### src/rtl/axi_revision_poller_if.sv
// axi_revision_poller_if: AXI4-Lite read-address and read-data channels between poller and slave.
interface axi_revision_poller_if;
  logic [6:0]  M_AXI_ARADDR;
  logic        M_AXI_ARVALID;
  logic [2:0]  M_AXI_ARPROT;
  logic        M_AXI_ARREADY;
  logic [31:0] M_AXI_RDATA;
  logic [1:0]  M_AXI_RRESP;
  logic        M_AXI_RVALID;
  logic        M_AXI_RREADY;
  modport master (
    output M_AXI_ARADDR, M_AXI_ARVALID, M_AXI_ARPROT, M_AXI_RREADY,
    input  M_AXI_ARREADY, M_AXI_RDATA, M_AXI_RRESP, M_AXI_RVALID
  );
  modport slave (
    input  M_AXI_ARADDR, M_AXI_ARVALID, M_AXI_ARPROT, M_AXI_RREADY,
    output M_AXI_ARREADY, M_AXI_RDATA, M_AXI_RRESP, M_AXI_RVALID
  );
endinterface

### src/rtl/axi_revision_poller.sv
// axi_revision_poller: reads 13 revision registers over AXI4-Lite per scan and streams them out.
// Define REVPOLL_AUTOSTART_EN to launch one scan automatically right after reset release.
module axi_revision_poller #(
  parameter int TIMEOUT_CYCLES = 1024
) (
  input  logic                  AXI_ACLK,
  input  logic                  AXI_ARESETN,
  input  logic                  start,
  output logic                  busy,
  output logic                  done,
  output logic                  error,
  axi_revision_poller_if.master m_axi,
  output logic [3:0]            word_index,
  output logic [31:0]           word_data,
  output logic                  word_valid,
  input  logic                  word_ready
);
  localparam int CW = $clog2(TIMEOUT_CYCLES + 1);
  typedef enum logic [2:0] {IDLE, ADDR, DATA, EMIT, FINISH} state_t;
  state_t        state_q, state_d;
  logic [3:0]    idx_q, idx_d;
  logic [CW-1:0] cnt_q, cnt_d;
  logic          error_q, error_d;
  logic [3:0]    word_index_q, word_index_d;
  logic [31:0]   word_data_q, word_data_d;
  logic          start_i, timeout, last;
`ifdef REVPOLL_AUTOSTART_EN
  logic auto_q;
  always_ff @(posedge AXI_ACLK or negedge AXI_ARESETN)
    if (!AXI_ARESETN) auto_q <= 1'b1;
    else auto_q <= 1'b0;
  assign start_i = start | auto_q;
`else
  assign start_i = start;
`endif
  assign timeout = cnt_q == CW'(TIMEOUT_CYCLES - 1);
  assign last    = idx_q == 4'd12;
  always_comb begin
    state_d      = state_q;
    idx_d        = idx_q;
    cnt_d        = cnt_q;
    error_d      = error_q;
    word_index_d = word_index_q;
    word_data_d  = word_data_q;
    case (state_q)
      IDLE: if (start_i) begin
        state_d = ADDR;
        idx_d   = 4'd0;
        cnt_d   = '0;
        error_d = 1'b0;
      end
      ADDR: begin
        cnt_d = cnt_q + 1'b1;
        if (m_axi.M_AXI_ARREADY) begin
          state_d = DATA;
          cnt_d   = '0;
        end else if (timeout) begin
          state_d = FINISH;
          error_d = 1'b1;
        end
      end
      DATA: begin
        cnt_d = cnt_q + 1'b1;
        if (m_axi.M_AXI_RVALID) begin
          state_d      = EMIT;
          word_data_d  = m_axi.M_AXI_RDATA;
          word_index_d = idx_q;
          error_d      = error_q | (|m_axi.M_AXI_RRESP);
        end else if (timeout) begin
          state_d = FINISH;
          error_d = 1'b1;
        end
      end
      EMIT: if (word_ready) begin
        state_d = last ? FINISH : ADDR;
        idx_d   = last ? idx_q : idx_q + 4'd1;
        cnt_d   = '0;
      end
      FINISH: state_d = IDLE;
      default: state_d = IDLE;
    endcase
  end
  always_ff @(posedge AXI_ACLK or negedge AXI_ARESETN)
    if (!AXI_ARESETN) begin
      state_q      <= IDLE;
      idx_q        <= 4'd0;
      cnt_q        <= '0;
      error_q      <= 1'b0;
      word_index_q <= 4'd0;
      word_data_q  <= 32'd0;
    end else begin
      state_q      <= state_d;
      idx_q        <= idx_d;
      cnt_q        <= cnt_d;
      error_q      <= error_d;
      word_index_q <= word_index_d;
      word_data_q  <= word_data_d;
    end
  // Indices 8..12 live in a second bank at 0x40, so bit 3 of idx becomes address bit 6.
  assign m_axi.M_AXI_ARADDR  = {idx_q[3], 1'b0, idx_q[2:0], 2'b00};
  assign m_axi.M_AXI_ARVALID = state_q == ADDR;
  assign m_axi.M_AXI_ARPROT  = 3'b000;
  assign m_axi.M_AXI_RREADY  = state_q == DATA;
  assign busy       = state_q inside {ADDR, DATA, EMIT};
  assign done       = state_q == FINISH;
  assign error      = error_q;
  assign word_valid = state_q == EMIT;
  assign word_index = word_index_q;
  assign word_data  = word_data_q;
endmodule
### src/flat_wrapper.sv
// flat-port wrapper written by rule: the top's interface ports become plain ports
module axi_revision_poller_flat 
#(
  parameter int TIMEOUT_CYCLES = 1024
)
  (AXI_ACLK, AXI_ARESETN, start, busy, done, error, word_index, word_data, word_valid, word_ready, m_axi_M_AXI_ARADDR, m_axi_M_AXI_ARVALID, m_axi_M_AXI_ARPROT, m_axi_M_AXI_RREADY, m_axi_M_AXI_ARREADY, m_axi_M_AXI_RDATA, m_axi_M_AXI_RRESP, m_axi_M_AXI_RVALID);
  axi_revision_poller_if m_axi_i ();
  input  logic AXI_ACLK;
  input  logic AXI_ARESETN;
  input  logic start;
  output logic busy;
  output logic done;
  output logic error;
  output logic [3:0] word_index;
  output logic [31:0] word_data;
  output logic word_valid;
  input  logic word_ready;
  output wire logic [$bits(m_axi_i.M_AXI_ARADDR)-1:0] m_axi_M_AXI_ARADDR;
  output wire logic [$bits(m_axi_i.M_AXI_ARVALID)-1:0] m_axi_M_AXI_ARVALID;
  output wire logic [$bits(m_axi_i.M_AXI_ARPROT)-1:0] m_axi_M_AXI_ARPROT;
  output wire logic [$bits(m_axi_i.M_AXI_RREADY)-1:0] m_axi_M_AXI_RREADY;
  input wire logic [$bits(m_axi_i.M_AXI_ARREADY)-1:0] m_axi_M_AXI_ARREADY;
  input wire logic [$bits(m_axi_i.M_AXI_RDATA)-1:0] m_axi_M_AXI_RDATA;
  input wire logic [$bits(m_axi_i.M_AXI_RRESP)-1:0] m_axi_M_AXI_RRESP;
  input wire logic [$bits(m_axi_i.M_AXI_RVALID)-1:0] m_axi_M_AXI_RVALID;
  assign m_axi_M_AXI_ARADDR = m_axi_i.M_AXI_ARADDR;
  assign m_axi_M_AXI_ARVALID = m_axi_i.M_AXI_ARVALID;
  assign m_axi_M_AXI_ARPROT = m_axi_i.M_AXI_ARPROT;
  assign m_axi_M_AXI_RREADY = m_axi_i.M_AXI_RREADY;
  assign m_axi_i.M_AXI_ARREADY = m_axi_M_AXI_ARREADY;
  assign m_axi_i.M_AXI_RDATA = m_axi_M_AXI_RDATA;
  assign m_axi_i.M_AXI_RRESP = m_axi_M_AXI_RRESP;
  assign m_axi_i.M_AXI_RVALID = m_axi_M_AXI_RVALID;
  axi_revision_poller #(.TIMEOUT_CYCLES(TIMEOUT_CYCLES)) u_core (.AXI_ACLK(AXI_ACLK), .AXI_ARESETN(AXI_ARESETN), .start(start), .busy(busy), .done(done), .error(error), .m_axi(m_axi_i), .word_index(word_index), .word_data(word_data), .word_valid(word_valid), .word_ready(word_ready));
endmodule
### config.mk
export PLATFORM = sky130hd
export DESIGN_NAME = axi_revision_poller_flat
export DESIGN_NICKNAME = d
export VERILOG_FILES = /design/src/rtl/axi_revision_poller_if.sv /design/src/rtl/axi_revision_poller.sv /design/src/flat_wrapper.sv
export SDC_FILE = /design/constraint.sdc
export NUM_CORES = 1
export LEC_CHECK = 0
export ABC_AREA = 1
export CAP_MARGIN = 20
export CORE_AREA = 4 4 84 86
export DETAILED_ROUTE_END_ITERATION = 8
export DIE_AREA = 0 0 88 90
export PLACE_DENSITY = 0.85
export SLEW_MARGIN = 10
export SYNTH_ARGS = -nofsm -noshare
export SYNTH_HDL_FRONTEND = slang
export SYNTH_SLANG_ARGS = --single-unit
### constraint.sdc
create_clock -name AXI_ACLK -period 3.15 [get_ports AXI_ACLK]
set_input_delay 0.945 -clock AXI_ACLK [delete_from_list [all_inputs] [get_ports AXI_ACLK]]
set_output_delay 0.945 -clock AXI_ACLK [all_outputs]
set_load 0.02 [all_outputs]
Word-level counts from Yosys, hierarchy flattened
Index checks and enable logic that the tools add are counted.
- bits in registers: 55
- input bits: 40
- output and inout port bits: 52
- word-level logic and storage cells: 50
- $add $sub $neg: 2
- equal/unequal tests: 10
- mux-type cells: 20
- bitwise gates (word level): 1
- reduce and logical (&&, ||, !) cells: 11
- operators with widths (cell ; number):
    11-bit case mux with 4 select lines ; 1
    11-bit 2-to-1 mux ; 3
    3-bit 2-to-1 mux ; 6
    4-bit 2-to-1 mux ; 3
    3-bit case mux with 4 select lines ; 1
    11-bit by 1-bit adder with 11-bit output (second input constant) ; 1
    11-bit by 10-bit equality test with 1-bit output (second input constant) ; 1
    4-bit case mux with 2 select lines ; 1
    3-bit by 2-bit equality test with 1-bit output (second input constant) ; 2
    2-bit inequality test (second input constant) ; 3
    3-bit AND reduction ; 2
    3-bit nonzero test ; 2
    4-bit by 1-bit adder with 4-bit output (second input constant) ; 1
    4-bit equality test (second input constant) ; 1
    1-bit 2-to-1 mux ; 4
    2-bit AND reduction ; 2
    4-bit AND reduction ; 1
    4-bit nonzero test ; 1
    3-bit by 1-bit equality test with 1-bit output (second input constant) ; 1
    3-bit equality test (second input constant) ; 1
    3-bit logical NOT ; 1
    1-bit case mux with 3 select lines ; 1
    2-bit by 1-bit inequality test with 1-bit output (second input constant) ; 1
    2-bit nonzero test ; 1
    2 further kinds ; 2

Depth between registers and ports, before layout
- word-level depth: 4
- gate-level depth with buffers: 9

Worst setup path before layout
No wires, ideal clock.
- path kind: register to output
- from: reg u_core.state_q[0]
- to: out done
- arrival: 0.954 ns
- slack: 1.251 ns
- stages on the path, launching flop included: 2
- path buffers: 0
- path through: dfrtp_1 -> nor3_1
- cells in the longest elaborated chain, start to end: 1
- ends and longest elaborated chain (what ; line ; RTL):
    start, declared ; axi_revision_poller.sv:20 ; state_t state_q, state_d;
    start signal, assigned ; axi_revision_poller.sv:92 ; state_q <= state_d;
    3-bit equality test ; axi_revision_poller.sv:105 ; assign done = state_q == FINISH;
    end, declared ; flat_wrapper.sv:12 ; output logic done;
Every way passes these cells.

Worst setup path in the final report
- from: reg u_core.state_q[1]
- to: out m_axi_M_AXI_ARVALID
- cells in the longest elaborated chain, start to end: 1
- ends and longest elaborated chain (what ; line ; RTL):
    3-bit by 1-bit equality test with 1-bit output ; axi_revision_poller.sv:101 ; assign m_axi.M_AXI_ARVALID = state_q == ADDR;
    end, declared ; flat_wrapper.sv:19 ; output wire logic [$bits(m_axi_i.M_AXI_ARVALID)-1:0] m_axi_M_AXI_ARVALID;
Every way passes these cells.

==> impl_table.tex <==
\begin{tabular}{lr}
\hline
Metric & Value \\
\hline
\multicolumn{2}{l}{\textbf{Synthesis}} \\
Number of flops mapped to enable cells by yosys & 0 \\
Syn Std Cell Area & 2770 µm² \\
Count of state elements after synthesis & 55 \\
Count of cell types in the netlist & 30 \\
Fraction of post-synthesis cell area in the top cell type by area & 49.6\% \\
Async set-or-reset flop fraction in the synthesized netlist & 100\% \\
Top post-synthesis cells by count & 55 x sky130\_fd\_sc\_hd\_\_dfrtp\_1, 51 x sky130\_fd\_sc\_hd\_\_nand2\_1, 34 x sky130\_fd\_sc\_hd\_\_mux2\_4 \\
Cell accounting for the most synthesized area & sky130\_fd\_sc\_hd\_\_dfrtp\_1 \\
Post-synth top flop & sky130\_fd\_sc\_hd\_\_dfrtp\_1 \\
Cell with the most instances after synthesis & sky130\_fd\_sc\_hd\_\_dfrtp\_1 \\
Number of warning messages in the yosys log & 0 \\
Portion of the post-synthesis area used by sequential elements & 49.6\% \\
Synthesized instance count & 257 \\
Avg Inst Size Synth & 10.8 µm² \\
Top area cells in the synthesized netlist & sky130\_fd\_sc\_hd\_\_dfrtp\_1 50\%, sky130\_fd\_sc\_hd\_\_mux2\_4 18\%, sky130\_fd\_sc\_hd\_\_nand2\_1 6.9\% \\
\multicolumn{2}{l}{\textbf{Critical path}} \\
Highest-delay cell along the critical path & sky130\_fd\_sc\_hd\_\_clkdlybuf4s50\_1 \\
Critical path's top delay family & buffers and inverters \\
List of cells traversed by the critical path & inv\_1 > nand3\_1 > inv\_2 > clkdlybuf4s50\_1 \\
WP buf/inv & 3 \\
R2R Path Start & u\_core.state\_q[0] \\
Crit path DAT & 1.88 ns \\
Critical Path Source Type & flip-flop \\
Required arrival time at the worst endpoint & 2.20 ns \\
Setup CP Type & reg -> out \\
Worst setup path startpoint & u\_core.state\_q[1] \\
Biggest cell delay along the critical path & 0.63 ns \\
Category of the worst setup path capture point & output pin \\
Crit-path max FO & 10 \\
\multicolumn{2}{l}{\textbf{Timing}} \\
Clock skew after layout & 0.0126 ns \\
Number of max-slew violations in the final report & 0 \\
Setup\_tns & 0 ns \\
Minimum clock period after layout & 2.82 ns \\
Final cycle utilization of the critical path & 89.7\% \\
Slew HR & 52.6\% \\
Final hold violation count & 0 \\
Final-report setup violation count & 0 \\
Setup repair after global routing missed its margin & false \\
Fmax & 354 MHz \\
Worst-margin pin slew & 0.711 ns \\
\multicolumn{2}{l}{\textbf{Clocking}} \\
Master cell of the clock root buffer & sky130\_fd\_sc\_hd\_\_clkbuf\_8 \\
Post-CTS Setup Repair Bufs & 0 \\
H-Tree Level Count & 2 \\
Number of buffers added by the clock tree synthesis step & 5 \\
Clock transition at the registers of the reported paths & 0.10 ns \\
Clock tree sinks & 55 \\
Hold buffer count at cts & 0 \\
Latest clock arrival within the worst-skew pair & 0.31 ns \\
Clock tree from TritonCTS & built \\
Number of buffers on the longest clock path & 2 \\
PostCTS Resize Cnt & 0 \\
\multicolumn{2}{l}{\textbf{Hold path}} \\
Hold crit path type & reg -> reg \\
Worst Min Path Start & u\_core.word\_index[1] \\
\multicolumn{2}{l}{\textbf{Floorplanning}} \\
Initial Utilization & 44.2\% \\
Number of placement rows & 29 \\
Y dimension of the die & 90 µm \\
Die Footprint & 7920 µm² \\
Number of placed I/O pins & 92 \\
Area inside the core boundary & 6280 µm² \\
Chip Width & 88 µm \\
\multicolumn{2}{l}{\textbf{Run}} \\
Max capacitance violation total & 0 \\
\multicolumn{2}{l}{\textbf{Detailed routing}} \\
Antenna viol nets, final & 0 \\
Detailed-routing iteration count for the pre-antenna-repair pass & 4 \\
Post-detailed-route via-to-cell ratio & 5.00 \\
Via count of the routed design & 2107 \\
Routed WL per cell & 14.7 µm \\
Post-Route WL & 6180 µm \\
Number of DRC markers in iteration 0 & 65 \\
DRC Markers & 0 \\
\multicolumn{2}{l}{\textbf{Global route}} \\
First-pass GRT wire length & 10100 µm \\
Number of global-route vias before repair & 2138 \\
Combined global-route utilization of all metal layers & 15.8\% \\
Total gr overflow & 0 \\
Antenna violations before repair & 0 \\
Pin count of the biggest net entering global routing & 41 \\
\multicolumn{2}{l}{\textbf{Finish}} \\
Layout area overhead & 34.6\% \\
Antenna fix cells & 0 \\
Non-Filler Cell Area, Final & 3730 µm² \\
Fraction of layout instances using a drive strength above 1 & 16.3\% \\
Net count of the finished layout & 386 \\
\multicolumn{2}{l}{\textbf{Outcome}} \\
Status & completed \\
\multicolumn{2}{l}{\textbf{Place}} \\
Placement Cell Area & 3650 µm² \\
Total of buffers placed on input and output ports & 85 \\
Detailed Place HPWL & 4710 µm \\
RD Place Congestion & 0.851 \\
\multicolumn{2}{l}{\textbf{Pwr}} \\
Max rail drop VDD & 0.530 mV \\
Cell Pwr Density & 899 nW/µm² \\
Leakage & 0.00180 µW \\
\hline
\end{tabular}
[placed cells by master (no fill, tap or decap)]
cell type,Yosys,final
sky130_fd_sc_hd__inv_1,17,17
sky130_fd_sc_hd__a21oi_1,3,3
sky130_fd_sc_hd__o21bai_1,1,1
sky130_fd_sc_hd__conb_1,1,6
sky130_fd_sc_hd__nand2_4,2,2
sky130_fd_sc_hd__nor2_1,19,19
sky130_fd_sc_hd__buf_12,0,1
sky130_fd_sc_hd__o21ai_1,1,1
sky130_fd_sc_hd__a21oi_2,1,1
sky130_fd_sc_hd__nor3_1,2,2
sky130_fd_sc_hd__inv_2,2,2
sky130_fd_sc_hd__clkbuf_8,0,5
sky130_fd_sc_hd__o21ai_0,7,7
sky130_fd_sc_hd__nand2_1,51,51
sky130_fd_sc_hd__clkinvlp_4,0,1
sky130_fd_sc_hd__o2111ai_1,1,1
sky130_fd_sc_hd__nand3b_1,1,1
sky130_fd_sc_hd__o211ai_1,2,2
sky130_fd_sc_hd__xor2_1,5,5
sky130_fd_sc_hd__nand3_2,3,3
sky130_fd_sc_hd__or2_4,1,1
sky130_fd_sc_hd__ha_1,3,3
sky130_fd_sc_hd__clkdlybuf4s50_1,0,84
sky130_fd_sc_hd__nor2_4,1,1
sky130_fd_sc_hd__inv_6,1,1
sky130_fd_sc_hd__buf_2,1,1
sky130_fd_sc_hd__nand4_1,7,7
sky130_fd_sc_hd__mux2_4,34,34
sky130_fd_sc_hd__clkinv_2,0,1
sky130_fd_sc_hd__dfrtp_1,55,55
sky130_fd_sc_hd__clkbuf_1,0,1
sky130_fd_sc_hd__or2_2,1,1
sky130_fd_sc_hd__nand3_1,22,22
sky130_fd_sc_hd__nand2_2,1,1
[metal layers]
layer,share of wire (%),GRT usage (%),wire [µm],vias up
met3,6.1,3.47,376,6
met2,49,26.3,3050,63
met5,0,0,0,-
li1,-,-,-,1007
met1,44,20.5,2700,1031
met4,0.92,4.22,57,0
[final timing paths]
path	end	slack [ns]	cells past startpoint
min	u_core.word_index[1]	0.49	2
max reg2reg	u_core.word_data[8]	1.35	5
max	m_axi_M_AXI_ARVALID	0.33	4
max in group asynchronous	u_core.state_q[2]	1.89	2
min reg2reg	u_core.word_index[1]	0.49	2
min in group asynchronous	u_core.word_data[3]	0.66	1
[kinds of logic after synthesis]
kind of cell | Yosys count | synth area share, %
compound gates | 16 | 3.43
xor+xnor | 5 | 1.58
fa+ha+maj | 3 | 1.35
buf+inv | 32 | 6.72
flops | 55 | 49.6
mux | 34 | 18.4
other cells | 1 | 0.135
simple gates | 111 | 18.7
[report_power, final]
group	internal (µW)	switching, µW	total (µW)	leakage, µW
Clock	156	230	387	0.0000412
Sequential	975	190	1170	0.000690
Combinational	943	861	1800	0.00107
Total	2070	1280	3360	0.00180
[registers in the layout, summed over array words and instances, names as in the netlist]
register           count
u_core.word_data      32
u_core.cnt_q          11
u_core.idx_q           4
u_core.word_index      4
u_core.state_q         3
u_core.error           1
[per-stage QoR]
step | hold slack [ns] | worst slack [ns] | cells | util, % | total power (µW)
3_5_place_dp | 0.472 | 0.644 | 413 | 58.1 | 3000
4_1_cts | 0.495 | 0.317 | 421 | 59.5 | 3390
2_1_floorplan | 0.468 | 1.25 | 262 | - | 2270
3_3_place_gp | 0.469 | 0.676 | 413 | 58.1 | 2930
5_1_grt | 0.533 | 0.219 | 421 | 59.5 | 3550
6_report | 0.491 | 0.326 | 421 | 59.5 | 3360
[area by class of cell]
cell class                 count  area [µm²]
timing repair buffer          86         866
clock buffer                   6        72.6
multi-input combinational    175        1230
clock inverter                 2        12.5
fill                         527        2540
tap                           77        96.3
inverter                      20        80.1
sequential                    55        1380
[worst register-to-register path: stages (launching register included)]
cell and delay [ns]:
sky130_fd_sc_hd__dfrtp_1 0.46, sky130_fd_sc_hd__nor2_4 0.17, sky130_fd_sc_hd__nand2_4 0.10, sky130_fd_sc_hd__inv_6 0.12, sky130_fd_sc_hd__nand2_4 0.36, sky130_fd_sc_hd__mux2_4 0.49
No activity file was read; power rests on OpenSTA's default activity.
